`src/rtl/team_06_trem_pkg.sv`:
```
// Shared definitions for the tremolo controller: FSM states and the
// fixed widths/levels used by the datapath and the LFO.
package team_06_trem_pkg;

  localparam int SAMPLE_W = 8;

  // Peak of the triangle LFO and the gain that leaves a sample unchanged
  // (gain is applied as (sample * gain) >> 7, so 128 is unity).
  localparam logic [7:0] LFO_MAX    = 8'd128;
  localparam logic [7:0] GAIN_UNITY = 8'd128;

  typedef enum logic [1:0] {
    IDLE,
    SCALE,
    OUT
  } state_e;

endpackage

```
`src/rtl/team_06_trem_lfo.sv`:
```
// Triangle LFO for the tremolo: a prescaler counts accepted samples and,
// every 2^rate_sel accepts, moves lfo_level one step along a 0..128..0
// triangle. Optional phase restart through lfo_sync when
// TEAM06_TREM_SYNC_EN is defined; otherwise lfo_sync is ignored.
module team_06_trem_lfo
  import team_06_trem_pkg::*;
(
  input  logic       clkdiv,
  input  logic       rst,
  input  logic       step_en,
  input  logic       en,
  input  logic [2:0] rate_sel,
  input  logic       lfo_sync,
  output logic [7:0] lfo_level
);

  logic [6:0] presc_q, presc_d;
  logic       dir_up_q, dir_up_d;
  logic [7:0] level_q, level_d;
  logic [7:0] presc_lim;

  // Prescaler terminal count: 2^rate_sel - 1 accepted samples.
  assign presc_lim = (8'd1 << rate_sel) - 8'd1;

`ifndef TEAM06_TREM_SYNC_EN
  // Port is kept for interface compatibility but has no effect here.
  logic unused_lfo_sync;
  assign unused_lfo_sync = lfo_sync;
`endif

  // Next-state logic: bypass clears everything, sync restarts the phase
  // and wins over a coincident step, otherwise step on prescaler wrap.
  always_comb begin
    presc_d  = presc_q;
    dir_up_d = dir_up_q;
    level_d  = level_q;
    if (!en) begin
      presc_d  = 7'd0;
      dir_up_d = 1'b1;
      level_d  = 8'd0;
    end else
`ifdef TEAM06_TREM_SYNC_EN
    if (lfo_sync) begin
      presc_d  = 7'd0;
      dir_up_d = 1'b1;
      level_d  = 8'd0;
    end else
`endif
    if (step_en) begin
      if (presc_q == presc_lim[6:0]) begin
        presc_d = 7'd0;
        // Direction flips on the step that lands on a turnaround value so
        // 128 and 0 are each visited for exactly one step.
        if (dir_up_q) begin
          level_d = level_q + 8'd1;
          if (level_q == LFO_MAX - 8'd1) dir_up_d = 1'b0;
        end else begin
          level_d = level_q - 8'd1;
          if (level_q == 8'd1) dir_up_d = 1'b1;
        end
      end else begin
        presc_d = presc_q + 7'd1;
      end
    end
  end

  // LFO state registers.
  always_ff @(posedge clkdiv or posedge rst) begin
    if (rst) begin
      presc_q  <= 7'd0;
      dir_up_q <= 1'b1;
      level_q  <= 8'd0;
    end else begin
      presc_q  <= presc_d;
      dir_up_q <= dir_up_d;
      level_q  <= level_d;
    end
  end

  assign lfo_level = level_q;

endmodule

```
`src/rtl/team_06_trem_ctrl.sv`:
```
// Tremolo controller: a three-state handshake FSM (IDLE/SCALE/OUT) that
// multiplies each accepted sample by a gain derived from a triangle LFO.
// Optional LFO phase restart: define TEAM06_TREM_SYNC_EN.
module team_06_trem_ctrl
  import team_06_trem_pkg::*;
(
  input  logic                clkdiv,
  input  logic                rst,
  input  logic                en,
  input  logic                sample_valid,
  input  logic [SAMPLE_W-1:0] sample_in,
  output logic                sample_ready,
  output logic                out_valid,
  input  logic                out_ready,
  output logic [SAMPLE_W-1:0] sample_out,
  input  logic [2:0]          rate_sel,
  input  logic [1:0]          depth_sel,
  input  logic                lfo_sync,
  output logic [7:0]          lfo_level
);

  state_e              state_q;
  logic                ready_q;
  logic                out_valid_q;
  logic [SAMPLE_W-1:0] sample_out_q;
  logic [SAMPLE_W-1:0] sample_q;
  logic [7:0]          gain_q;

  logic                accept;
  logic [7:0]          lfo_shifted;
  logic [7:0]          gain_d;
  logic [15:0]         product;
  logic [SAMPLE_W-1:0] scaled;

  assign accept = (state_q == IDLE) && ready_q && sample_valid;

  // Deeper settings shift the LFO less; depth 3 uses the full 0..128 swing.
  assign lfo_shifted = lfo_level >> (2'd3 - depth_sel);
  assign gain_d      = en ? (GAIN_UNITY - lfo_shifted) : GAIN_UNITY;

  // Q1.7 gain: product >> 7, clipped to full scale if it ever exceeds 8 bits.
  assign product = {8'd0, sample_q} * {8'd0, gain_q};
  assign scaled  = product[15] ? 8'hFF : product[14:7];

  team_06_trem_lfo u_lfo (
    .clkdiv   (clkdiv),
    .rst      (rst),
    .step_en  (accept),
    .en       (en),
    .rate_sel (rate_sel),
    .lfo_sync (lfo_sync),
    .lfo_level(lfo_level)
  );

  // Handshake FSM with registered outputs; gain is captured at accept so
  // control changes never affect a sample already in flight.
  always_ff @(posedge clkdiv or posedge rst) begin
    if (rst) begin
      state_q      <= IDLE;
      ready_q      <= 1'b0;
      out_valid_q  <= 1'b0;
      sample_out_q <= '0;
      sample_q     <= '0;
      gain_q       <= 8'd0;
    end else begin
      case (state_q)
        IDLE: begin
          if (accept) begin
            sample_q <= sample_in;
            gain_q   <= gain_d;
            ready_q  <= 1'b0;
            state_q  <= SCALE;
          end else begin
            ready_q <= 1'b1;
          end
        end
        SCALE: begin
          sample_out_q <= scaled;
          out_valid_q  <= 1'b1;
          state_q      <= OUT;
        end
        OUT: begin
          if (out_ready) begin
            out_valid_q <= 1'b0;
            ready_q     <= 1'b1;
            state_q     <= IDLE;
          end
        end
        default: begin
          out_valid_q <= 1'b0;
          ready_q     <= 1'b0;
          state_q     <= IDLE;
        end
      endcase
    end
  end

  assign sample_ready = ready_q;
  assign out_valid    = out_valid_q;
  assign sample_out   = sample_out_q;

endmodule

```
`config.mk`:
```
export PLATFORM = sky130hd
export DESIGN_NAME = team_06_trem_ctrl
export DESIGN_NICKNAME = d
export VERILOG_FILES = /design/src/rtl/team_06_trem_pkg.sv /design/src/rtl/team_06_trem_lfo.sv /design/src/rtl/team_06_trem_ctrl.sv
export SDC_FILE = /design/constraint.sdc
export NUM_CORES = 1
export LEC_CHECK = 0
export ABC_AREA = 0
export BUFFER_PORTS_ARGS = -buffer_cell sky130_fd_sc_hd__buf_2
export CAP_MARGIN = 20
export CORE_UTILIZATION = 35
export DETAILED_ROUTE_END_ITERATION = 8
export PLACE_DENSITY = 0.54
export SYNTH_ARGS = -nofsm -noshare
export SYNTH_HDL_FRONTEND = slang
export SYNTH_SLANG_ARGS = --single-unit
```
`constraint.sdc`:
```
create_clock -name clkdiv -period 5.6 [get_ports clkdiv]
set_input_delay 1.68 -clock clkdiv [delete_from_list [all_inputs] [get_ports clkdiv]]
set_output_delay 1.68 -clock clkdiv [all_outputs]
set_load 0.01 [all_outputs]
```
==> results.md, run 1 <==
* Status: finished clean
* Clock sinks at 44
* Area delta synth->final at 11.6%
* Worst setup SP type: flip-flop
* Distinct cells, synth at 53
* Pin count of the biggest net entering global routing at 45
* Post-synthesis sequential area ratio at approximately a quarter
* CP arrival at ~4.8 ns
* H-tree levels at 2
* Tcrit/Tclk final at between 80% and 90%
* Area share of fa/ha/maj cells after synthesis at between 20% and 30%
* Post-synth top area share at 25.0%
* Worst min path class: reg2reg
* Final hold viol count at 0
* # IOs at 37
* Final min period at between 4 and 5 ns
* First-pass GRT wire length at ~16 mm
* Die X at 113 um
* P_int at between 0.8 and 0.9 mW
* Area after DPL at about 4600 um^2
* Root buffer cell: clkbuf_16
* Post-synth EDFFs at 0
* Dominant synthesized flop cell: dfrtp_1
* Global route overflow at 0
* Post-DRT Antenna Nets at 0
* Sum of negative setup slack at 0 ns
* DRC viols at 0
* Total Routing Usage GR at 15.4%
* Synth warn at 0
* Routed via count at around 3300
* HPWL Detailed at 6.90 mm
* Most common cell after layout, fill and taps aside: nand2_1
* DRT Pass-1 Iters at 4
* Max rail drop VDD at ~0.00012 V
* Vias per cell at roughly 5.2
* Top cells by area, synth: dfrtp_1 (25%), fa_1 (16%), ha_1 (11%), and2_1 (7.3%), nand2_1 (5.2%)
* Gp weighted congestion at ~0.84
* Fill cell count at 1257
* Slew headroom at between 40 and 50%
* Net Count, Synth at around 560
* Routed WL at around 9.0 mm
* Ordered list of cells on the worst path: and2_1 > fa_1 > fa_1 > fa_1 > inv_1 > fa_1 > inv_1 > ha_1 > a21oi_1 > o21a_1 > nor2_1 > nor3_1 > mux2_2 > o22a_1
* Gate power share at 38.5%
* Switching part of the total power at about two fifths
* Initial core utilization at between 30% and 40%
* Dominant cell type by area after synthesis: dfrtp_1
* Die Y at approximately 110 um
* Core Footprint at between 10000 and 15000 um^2
* Leakage at approximately 2.4 nW
* Setup violations, final at 0
* Crit. End Element: flip-flop
* Cell Pwr Density at around 280 nW/um^2
* Initial antenna violation count at 0
* Sequential power share at between 30% and 40%
* # diodes at 0
* CP Buf/Inv Count at 2
* Top delay family on crit path: adder cells
* Max-Cap Viols at 0
* Fin. max-slew vios at 0
* Row count at 40
* Xor/xnor share of the synthesized area at 3.66%
* CTS max path bufs at 2
* Syn Area/Cell at slightly above 9 um^2
* Mux share of post-synthesis cell area at approximately 4%
* Simple-Gate Fraction of Synth Area at between 20 and 25%
* Mapped Cells at around 470
* Setup bufs post-CTS at 0
* Worst Clk Skew at between 0.008 and 0.009 ns
* Die area at 12700 um^2
* Cell mode on critical path: fa_1
* Final nets at between 500 and 600
* Clock power frac at roughly 25%
* Compound-gate portion of the synthesized area at between 10% and 20%
* Most frequent cells in the layout: nand2_1 (60), and2_1 (50), inv_1 (44), dfrtp_1 (43), ha_1 (38)
* Max incr delay on CP at roughly 0.55 ns
* Highest clock rate at about 0.22 GHz
* Netlist area before placement at ~4300 um^2
* Design Area, Final at between 4000 and 5000 um^2
* Tightest Pin Transition at 0.847 ns
* Post-CTS sizing at 0
* Synth Register Bits at 44
* DR WL/cell at 14.1 um
* Port Buf Inserts at 35
* Vias in the first global route at around 3400
* Initial DRC count at 140
* Worst-skew pair later-pin latency at 0.29 ns
* Clock buffer count from CTS at 5
* Reg clk slew, reported paths at ~0.060 ns
* Critical Path RT at 5.78 ns
* Critical Path Slowest Stage Cell: fa_1
* Unrepaired setup endpoints after global routing: no
* Main combinational cell family by area after synthesis: adder cells
* Async set or reset register ratio after synthesis at 100%
* Share of layout cells above drive strength 1 at approximately 11%
* Psw at around 0.53 mW
* CTS Hold Bufs at 0
* CTS tree: done
* Crit-path max FO at 9
* WS Path Type: reg2reg
## cells by family after synthesis
family,after synthesis
multiplexers,12
AO/OA/AOI/OAI,78
XOR/XNOR,18
AND/OR/NAND/NOR,180
buffers and inverters,60
adder cells (fa/ha/maj),73
flip-flops,44
## worst register-to-register path: cells and delay by family (launching register included)
family | cells | cell delay (ns)
AO/OA/AOI/OAI | 3 | 0.57
adder cells (fa/ha/maj) | 5 | 2.40
flip-flops | 1 | 0.50
AND/OR/NAND/NOR | 3 | 0.53
buffers and inverters | 2 | 0.09
multiplexers | 1 | 0.45
## power by group through the flow
stage	logic, mW	clock network, mW	registers [mW]
floorplan	0.390	0	0.482
global placement	0.525	0	0.500
detailed placement	0.530	0	0.502
CTS	0.537	0.353	0.497
global route	0.612	0.366	0.514
finish	0.524	0.341	0.496
## synth_stat cells (all sizes together) (4+ instances only)
| cell type | count |
|---|---|
| nand3 | 8 |
| xor2 | 10 |
| and3 | 7 |
| nor2 | 16 |
| a31oi | 4 |
| mux2i | 6 |
| or3 | 9 |
| and2 | 50 |
| o31ai | 6 |
| dfrtp | 43 |
| nand2 | 60 |
| clkbuf | 13 |
| xnor2 | 8 |
| a21oi | 17 |
| o21ai | 17 |
| o21a | 6 |
| nor3 | 8 |
| inv | 45 |
| o22a | 8 |
| ha | 38 |
| mux4 | 4 |
| fa | 35 |
## cell type report
type                    instances  area (um^2)  share of cell area [%]
clock buffers                   5          125                    2.60
repair buffers                 36          195                    4.06
flip-flops and latches         44         1100                    22.9
well taps                     147          184                    3.83
clock inverters                 3         47.5                   0.990
inverters                      46          173                    3.59
multi-input cells             361         2980                    62.0
## stage by stage
step | utilization (%) | std cells | total power [mW] | setup WS, ns | hold WS [ns]
CTS | 39.8 | 641 | 1.39 | 0.911 | 0.477
finish | 40.0 | 642 | 1.36 | 0.950 | 0.471
global placement | 38.4 | 633 | 1.03 | 0.946 | 0.455
detailed placement | 38.4 | 633 | 1.03 | 0.917 | 0.462
global route | 40.0 | 642 | 1.49 | 0.690 | 0.514
floorplan | - | 465 | 0.871 | 1.26 | 0.491
## state kept, by name, indices dropped and copies added (netlist names)
| signal | cells |
|---|---|
| gain_q | 8 |
| out_valid | 1 |
| sample_out | 8 |
| sample_q | 8 |
| sample_ready | 1 |
| state_q | 2 |
| u_lfo.dir_up_q | 1 |
| u_lfo.lfo_level | 8 |
| u_lfo.presc_q | 7 |
## per-layer routing
layer  global-route usage (%)  routed length [um]  vias to the layer above
met5                        0                   0                        -
met4                     4.04                 120                        0
met3                     2.09                 163                        7
met2                     26.3                4410                       31
met1                     20.5                4350                     1626
li1                         -                   -                     1646
## path summary, 6_finish.rpt
path / startpoint / to / slack (ns) / cells after the start
max: sample_q[4]$_DFFE_PP0P_ / sample_out[0]$_DFFE_PP0P_ / 0.95 / 14
min: out_valid$_DFFE_PP0P_ / out_valid$_DFFE_PP0P_ / 0.47 / 1
max reg2reg: sample_q[4]$_DFFE_PP0P_ / sample_out[0]$_DFFE_PP0P_ / 0.95 / 14
min reg2reg: out_valid$_DFFE_PP0P_ / out_valid$_DFFE_PP0P_ / 0.47 / 1
max in group asynchronous: rst / u_lfo.dir_up_q$_DFFE_PP1P_ / 3.73 / 3
min in group asynchronous: rst / state_q[0]$_DFFE_PP0P_ / 1.34 / 2
(Power assumes the default switching activity.)
==> run 2: changes to the inputs <==
--- a/config.mk
+++ b/config.mk
@@ -5,12 +5,12 @@
 export SDC_FILE = /design/constraint.sdc
 export NUM_CORES = 1
 export LEC_CHECK = 0
-export ABC_AREA = 0
+export ABC_AREA = 1
 export BUFFER_PORTS_ARGS = -buffer_cell sky130_fd_sc_hd__buf_2
 export CAP_MARGIN = 20
 export CORE_UTILIZATION = 35
 export DETAILED_ROUTE_END_ITERATION = 8
-export PLACE_DENSITY = 0.54
+export PLACE_DENSITY = 0.55
 export SYNTH_ARGS = -nofsm -noshare
 export SYNTH_HDL_FRONTEND = slang
 export SYNTH_SLANG_ARGS = --single-unit
==> constraint.sdc (replaced) <==
create_clock -name clkdiv -period 3.9 [get_ports clkdiv]
set_input_delay 1.17 -clock clkdiv [delete_from_list [all_inputs] [get_ports clkdiv]]
set_output_delay 1.17 -clock clkdiv [all_outputs]
set_load 0.01 [all_outputs]
==> run 2 against run 1 <==
The flow now finishes with violations (negative setup slack); sequential power is 64% higher; via count up 31%; sequential share of layout area fell by 4.2 points; critical endpoint is now sample_out[5]$_DFFE_PP0P_; highest routed layer unchanged.
==> results.md, run 2 <==
* Row count at 42 (+5.0%)
* Final Util at 44.4% (+4.4 points)
* Failing checks: negative setup slack
* Crit-path max FO at 5 (-4)
* Pin count of the biggest net entering global routing at 45 (unchanged)
* Reg2reg end: sample_out[5]$_DFFE_PP0P_
* Cell Pwr Density at 927 nW/um^2 (+230%)
* Die area at 14300 um^2 (+12%)
* Tcrit/Tclk final at 101% (+18 points)
* Setup violations, final at 5 (+5)
* P_int at 2.82 mW (+240%)
* Clock power frac at 7.8% (-17 points)
* Distinct cells, synth at 40 (-25%)
* Port Buf Inserts at 35 (unchanged)
* Final hold viol count at 0 (unchanged)
* Global route overflow at 0 (unchanged)
* Hold depth at 2 (+1)
* Switching part of the total power at 48.5% (+9.8 points)
* WHS Endpoint: out_valid$_DFFE_PP0P_
* Post-DRT Antenna Nets at 0 (unchanged)
* Setup WS post-layout at -0.0483 ns (-0.999 ns)
* Routed via count at 4329 (+31%)
* Final Hold Slack at 0.467 ns (-0.00459 ns)
* Clock buffer count from CTS at 5 (unchanged)
* Status: finished with violations
* Worst Clk Skew at 0.00889 ns (+0.000554 ns)
* Dominant cell type by area after synthesis: dfrtp_1
* Root buffer cell: clkbuf_16
* Vias per cell at 4.65 (-9.7%)
* Gp weighted congestion at 0.859 (+2.8%)
* Design Area, Final at 5920 um^2 (+23%)
* Hold Startpoint: out_valid$_DFFE_PP0P_
* Count leader, synth: nand2_1
* Vias in the first global route at 4322 (+29%)
* HPWL Detailed at 8.63 mm (+25%)
* Post-synthesis sequential area ratio at 22.8% (-2.8 points)
* # IOs at 37 (unchanged)
* Final nets at 845 (+44%)
* Worst setup SP type: flip-flop
* Net Count, Synth at 780 (+40%)
* Initial antenna violation count at 0 (unchanged)
* Max-Cap Viols at 0 (unchanged)
* Leakage at 3.40 nW (+43%)
* Mapped Cells at 688 (+48%)
* Netlist area before placement at 4830 um^2 (+12%)
* Initial DRC count at 179 (+28%)
* CTS max path bufs at 2 (unchanged)
* H-tree levels at 2 (unchanged)
* Routed WL at 10.8 mm (+19%)
* Highest clock rate at 0.253 GHz (+18%)
* Max rail drop VDD at 0.000571 V (+360%)
* Syn Area/Cell at 7.03 um^2 (-24%)
* Dominant synthesized flop cell: dfrtp_1
* Slew headroom at 54.2% (+11 points)
* Clock sinks at 44 (unchanged)
* Worst min path class: reg2reg
* Synth Register Bits at 44 (unchanged)
* Initial core utilization at 36.2% (+0.37 points)
* Sequential power share at 14.8% (-22 points)
* Worst-skew pair later-pin latency at 0.29 ns (about the same)
* Cells on worst reg2reg path at 17 (+3)
* Fin. max-slew vios at 0 (unchanged)
* Most frequent cells in the layout: nand2_1 (206), inv_1 (117), buf_4 (44), nor2_1 (39)
* # diodes at 0 (unchanged)
* CTS tree: done
* Core Footprint at 13300 um^2 (+11%)
* Area delta synth->final at 22.5%
* DRT Pass-1 Iters at 4 (unchanged)
* WS Path Type: reg2reg
* Psw at 2.66 mW (+410%)
* DRC viols at 0 (unchanged)
* RR Startpoint: gain_q[5]$_DFFE_PP0P_
* DR WL/cell at 11.6 um (-18%)
* FF-to-FF setup slack at -0.05 ns (-1.00 ns)
* CP arrival at 4.13 ns (-0.69 ns)
* Most common cell after layout, fill and taps aside: nand2_1
* Unrepaired setup endpoints after global routing: yes
* Share of layout cells above drive strength 1 at 24.1% (+13 points)
* Crit. End Element: flip-flop
* Die Y at 120 um (+5.8%)
* Tightest Pin Transition at 0.684 ns (-0.163 ns)
* Die X at 120 um (+5.8%)
* First-pass GRT wire length at 19.2 mm (+21%)
* Async set or reset register ratio after synthesis at 100% (unchanged)
* Post-synth EDFFs at 0 (unchanged)
* Gate power share at 77.3% (+39 points)
* Top cells by area, synth: dfrtp_1 (22%), nand2_1 (17%), fa_1 (14%), ha_1 (9.8%), inv_1 (9.6%)
* Final min period at 3.95 ns (-0.701 ns)
* Critical Path RT at 4.08 ns (-1.70 ns)
* Reg clk slew, reported paths at 0.07 ns (about the same)
* Total Routing Usage GR at 16.5% (+1.1 points)
* Area after DPL at 5430 um^2 (+18%)
* Post-synth top area share at 22.3% (-2.7 points)
* Top cells by count, synth: nand2_1 (218), inv_1 (124), nor2_1 (45)
* Synth warn at 0 (unchanged)
-- run 2: logic make-up (layout without fill, tap and decap cells) --
group                    count (synthesis)  in the layout  share of synthesized area (%)
buffers and inverters                  154            220                           12.6
AND/OR/NAND/NOR                        333            333                           29.1
flip-flops                              44             44                           22.8
adder cells (fa/ha/maj)                 73             73                           24.3
XOR/XNOR                                19             19                           3.44
AO/OA/AOI/OAI                           65             65                           7.69
-- run 2: critical path, cell delays in order (launching register included) --
cell	delay [ns]
dfrtp_2	0.45
nand2_1	0.07
inv_1	0.05
fa_1	0.55
fa_1	0.45
fa_1	0.52
inv_1	0.06
fa_1	0.55
inv_2	0.05
ha_4	0.30
nand2_4	0.08
o21bai_4	0.15
a21oi_4	0.09
buf_4	0.15
nand3_1	0.09
nand2_2	0.09
nor2_1	0.11
nor2_1	0.05
-- run 2: what timing repair did --
| item | in CTS | in global routing |
|---|---|---|
| setup endpoints to repair | 8 | 8 |
| buffers inserted | 7 | 2 |
| endpoints found under the hold margin | 0 | 0 |
| resized for setup | 41 | 28 |
| pin swaps | 32 | 11 |
| hold buffers | 0 | 0 |
-- run 2: cell type report --
cell class	count	area, um^2
Timing Repair Buffer	82	548
Clock inverter	1	7.51
Fill cell	1381	7430
Inverter	130	488
Sequential cell	44	1110
Multi-Input combinational cell	490	3400
Tap cell	176	220
Clock buffer	7	143
-- run 2: metrics by stage --
stage	setup TNS, ns	worst slack, ns	std cells	power, mW
after floorplan	0	0.000882	688	3.19
after detailed placement	-1.85	-0.270	912	4.33
final	-0.181	-0.0483	930	5.49
after CTS	-0.122	-0.0343	927	5.24
after global routing	-1.65	-0.265	930	6.12
after global placement	-1.65	-0.227	912	4.30
-- run 2: per-layer routing --
metal	vias to the layer above	GRT usage [%]	wire length (um)
li1	2218	-	-
met1	2035	20.6	4910
met2	66	29.9	5420
met4	0	4.53	128
met5	-	0	0
met3	10	1.85	313
-- run 2: worst max-delay path by stage --
stage                            start                        end  slack (ns)  cells after the start
6_report         gain_q[5]$_DFFE_PP0P_  sample_out[5]$_DFFE_PP0P_       -0.05                     17
5_1_grt        sample_q[4]$_DFFE_PP0P_  sample_out[3]$_DFFE_PP0P_       -0.26                     18
4_1_cts        sample_q[3]$_DFFE_PP0P_  sample_out[4]$_DFFE_PP0P_       -0.03                     17
3_5_place_dp     gain_q[4]$_DFFE_PP0P_  sample_out[4]$_DFFE_PP0P_       -0.27                     20
3_3_place_gp     gain_q[4]$_DFFE_PP0P_  sample_out[4]$_DFFE_PP0P_       -0.23                     18
2_1_floorplan    gain_q[7]$_DFFE_PP0P_  sample_out[4]$_DFFE_PP0P_      0.0009                     20
-- run 2: power by group through the flow --
stage	logic, mW	clock network (mW)	registers (mW)
detailed placement	3.51	0	0.816
global route	4.82	0.462	0.841
global placement	3.48	0	0.815
floorplan	2.48	0	0.712
finish	4.25	0.431	0.813
CTS	3.99	0.446	0.810
==> run 3: changes to the inputs <==
--- a/config.mk
+++ b/config.mk
@@ -10,7 +10,9 @@
 export CAP_MARGIN = 20
 export CORE_UTILIZATION = 35
 export DETAILED_ROUTE_END_ITERATION = 8
+export GPL_ROUTABILITY_DRIVEN = 0
 export PLACE_DENSITY = 0.55
+export RECOVER_POWER = 50
 export SYNTH_ARGS = -nofsm -noshare
 export SYNTH_HDL_FRONTEND = slang
 export SYNTH_SLANG_ARGS = --single-unit
==> run 3 against run 2 <==
Fmax hardly changed; cell area is 0.36% lower; clock-buffer cell count stayed put; via count hardly changed; the flow finishes with violations (max-capacitance violations, max-slew violations, negative setup slack); non-clock buffer count stayed put; worst setup slack better by 0.00070 ns; global-route usage stayed put; utilization is 0.16 points lower; hold slack better by 0.00066 ns; combinational power hardly changed.
==> results.md, run 3 (same netlist as run 2, synthesis figures left out) <==
* P_int at 2.82 mW (about the same)
* Tcrit/Tclk final at 101% (about the same)
* Max-Cap Viols at 1 (+1)
* Crit. End Element: flip-flop
* Die X at 120 um (unchanged)
* Sequential power share at 14.8% (about the same)
* Fin. max-slew vios at 33 (+33)
* Failing checks: max-capacitance violations, max-slew violations, negative setup slack
* Max rail drop VDD at 0.000571 V (about the same)
* Final Util at 44.2% (-0.16 points)
* Slew headroom at -18.3% (-73 points)
* Vias in the first global route at 4322 (unchanged)
* Design Area, Final at 5900 um^2 (-0.36%)
* Final min period at 3.95 ns (-0.000704 ns)
* Vias per cell at 4.65 (about the same)
* Unrepaired setup endpoints after global routing: yes
* Clock buffer count from CTS at 5 (unchanged)
* Total Routing Usage GR at 16.5% (unchanged)
* H-tree levels at 2 (unchanged)
* # diodes at 0 (unchanged)
* Worst-skew pair later-pin latency at 0.29 ns (about the same)
* Psw at 2.66 mW (-0.13%)
* Routed via count at 4327 (-0.046%)
* Gate power share at 77.4% (about the same)
* Switching part of the total power at 48.5% (about the same)
* Leakage at 3.39 nW (-0.20%)
* Finished Layout Cells at 930 (unchanged)
* Placed Cells at 912 (unchanged)
* Worst setup SP type: flip-flop
* Highest clock rate at 0.253 GHz (about the same)
* Final nets at 845 (unchanged)
* Crit-path max FO at 5 (unchanged)
* CP arrival at 4.13 ns (about the same)
* WS Path Type: reg2reg
* Core Footprint at 13300 um^2 (unchanged)
* Final Power at 5.48 mW (-0.11%)
* Worst Clk Skew at 0.00784 ns (-0.00104 ns)
* Initial DRC count at 173 (-3.4%)
* HPWL Detailed at 8.63 mm (unchanged)
* Tightest Pin Transition at 1.78 ns (+1.09 ns)
* Setup WS post-layout at -0.0476 ns (+0.000704 ns)
* Area delta synth->final at 22.1%
* CTS max path bufs at 2 (unchanged)
* Most common cell after layout, fill and taps aside: nand2_1
* Post-DRT Antenna Nets at 0 (unchanged)
* DR WL/cell at 11.6 um (+0.22%)
* DRC viols at 0 (unchanged)
* CTS tree: done
* Port Buf Inserts at 35 (unchanged)
* # IOs at 37 (unchanged)
* Clock power frac at 7.8% (about the same)
* Initial core utilization at 36.2% (unchanged)
* Die area at 14300 um^2 (unchanged)
* First-pass GRT wire length at 19.2 mm (unchanged)
* Root buffer cell: clkbuf_16
* Final hold viol count at 0 (unchanged)
* Critical Path RT at 4.08 ns (about the same)
* Final Hold Slack at 0.467 ns (+0.000660 ns)
* Initial antenna violation count at 0 (unchanged)
* Clock sinks at 44 (unchanged)
* Routed WL at 10.8 mm (+0.22%)
* Row count at 42 (unchanged)
* Worst min path class: reg2reg
* Status: finished with violations
* DRT Pass-1 Iters at 4 (unchanged)
* Global route overflow at 0 (unchanged)
* Reg clk slew, reported paths at 0.06 ns (about the same)
* Pin count of the biggest net entering global routing at 45 (unchanged)
* Die Y at 120 um (unchanged)
* Most frequent cells in the layout: nand2_1 (206), inv_1 (119), buf_4 (44), nor2_1 (39)
* Area after DPL at 5430 um^2 (unchanged)
* Share of layout cells above drive strength 1 at 23.6% (-0.53 points)
* Cell Pwr Density at 929 nW/um^2 (+0.25%)
* Setup violations, final at 5 (unchanged)
## run 3: final cells by class
cell class | instances | area (um^2)
fillers | 1384 | 7450
multi-input cells | 490 | 3400
flip-flops and latches | 44 | 1110
repair buffers | 82 | 532
inverters | 130 | 488
well taps | 176 | 220
clock buffers | 7 | 143
clock inverters | 1 | 7.51
## run 3: per-layer routing
| metal | routed length, um | track usage [%] |
|---|---|---|
| met1 | 4910 | 20.6 |
| met2 | 5440 | 29.9 |
| met3 | 280 | 1.85 |
| met4 | 165 | 4.53 |
| met5 | 0 | 0 |
## run 3: path summary, 6_finish.rpt
kind	to	slack, ns	from	depth (start not counted)
worst max-delay path	sample_out[5]$_DFFE_PP0P_	-0.05	sample_q[4]$_DFFE_PP0P_	17
worst min-delay path	out_valid$_DFFE_PP0P_	0.47	out_valid$_DFFE_PP0P_	2
worst max register to register	sample_out[5]$_DFFE_PP0P_	-0.05	sample_q[4]$_DFFE_PP0P_	17
worst min register to register	out_valid$_DFFE_PP0P_	0.47	out_valid$_DFFE_PP0P_	2
max in group asynchronous	sample_q[3]$_DFFE_PP0P_	0.84	rst	3
min in group asynchronous	sample_ready$_DFFE_PP0P_	0.90	rst	2
## run 3: stage by stage
| stage | setup TNS (ns) | worst slack, ns |
|---|---|---|
| 3_5_place_dp | -1.85 | -0.270 |
| 3_3_place_gp | -1.65 | -0.227 |
| 5_1_grt | -1.65 | -0.265 |
| 2_1_floorplan | 0 | 0.000882 |
| 4_1_cts | -0.122 | -0.0343 |
| 6_report | -0.172 | -0.0476 |
## run 3: critical path, cell delays in order, from the launching register on
cell      delay, ns
dfrtp_2        0.44
nand2_1        0.08
inv_1          0.05
fa_1           0.55
fa_1           0.45
fa_1           0.52
inv_1          0.06
fa_1           0.55
inv_2          0.05
ha_4           0.30
nand2_4        0.08
o21bai_4       0.15
a21oi_4        0.09
buf_4          0.15
nand3_1        0.09
nand2_2        0.09
nor2_1         0.11
nor2_1         0.04
## run 3: repair_timing
item / in CTS / in global routing
gates cloned: 0 / 0
hold buffers: 0 / 0
buffers inserted: 7 / 2
endpoints found under the setup margin: 8 / 8
resized for setup: 41 / 28
pin swaps: 32 / 11
## run 3: power by group through the flow
| stage | registers (mW) | logic (mW) | clock network (mW) |
|---|---|---|---|
| 3_5_place_dp | 0.816 | 3.51 | 0 |
| 2_1_floorplan | 0.712 | 2.48 | 0 |
| 6_report | 0.811 | 4.24 | 0.430 |
| 3_3_place_gp | 0.815 | 3.48 | 0 |
| 5_1_grt | 0.840 | 4.81 | 0.462 |
| 4_1_cts | 0.810 | 3.99 | 0.446 |
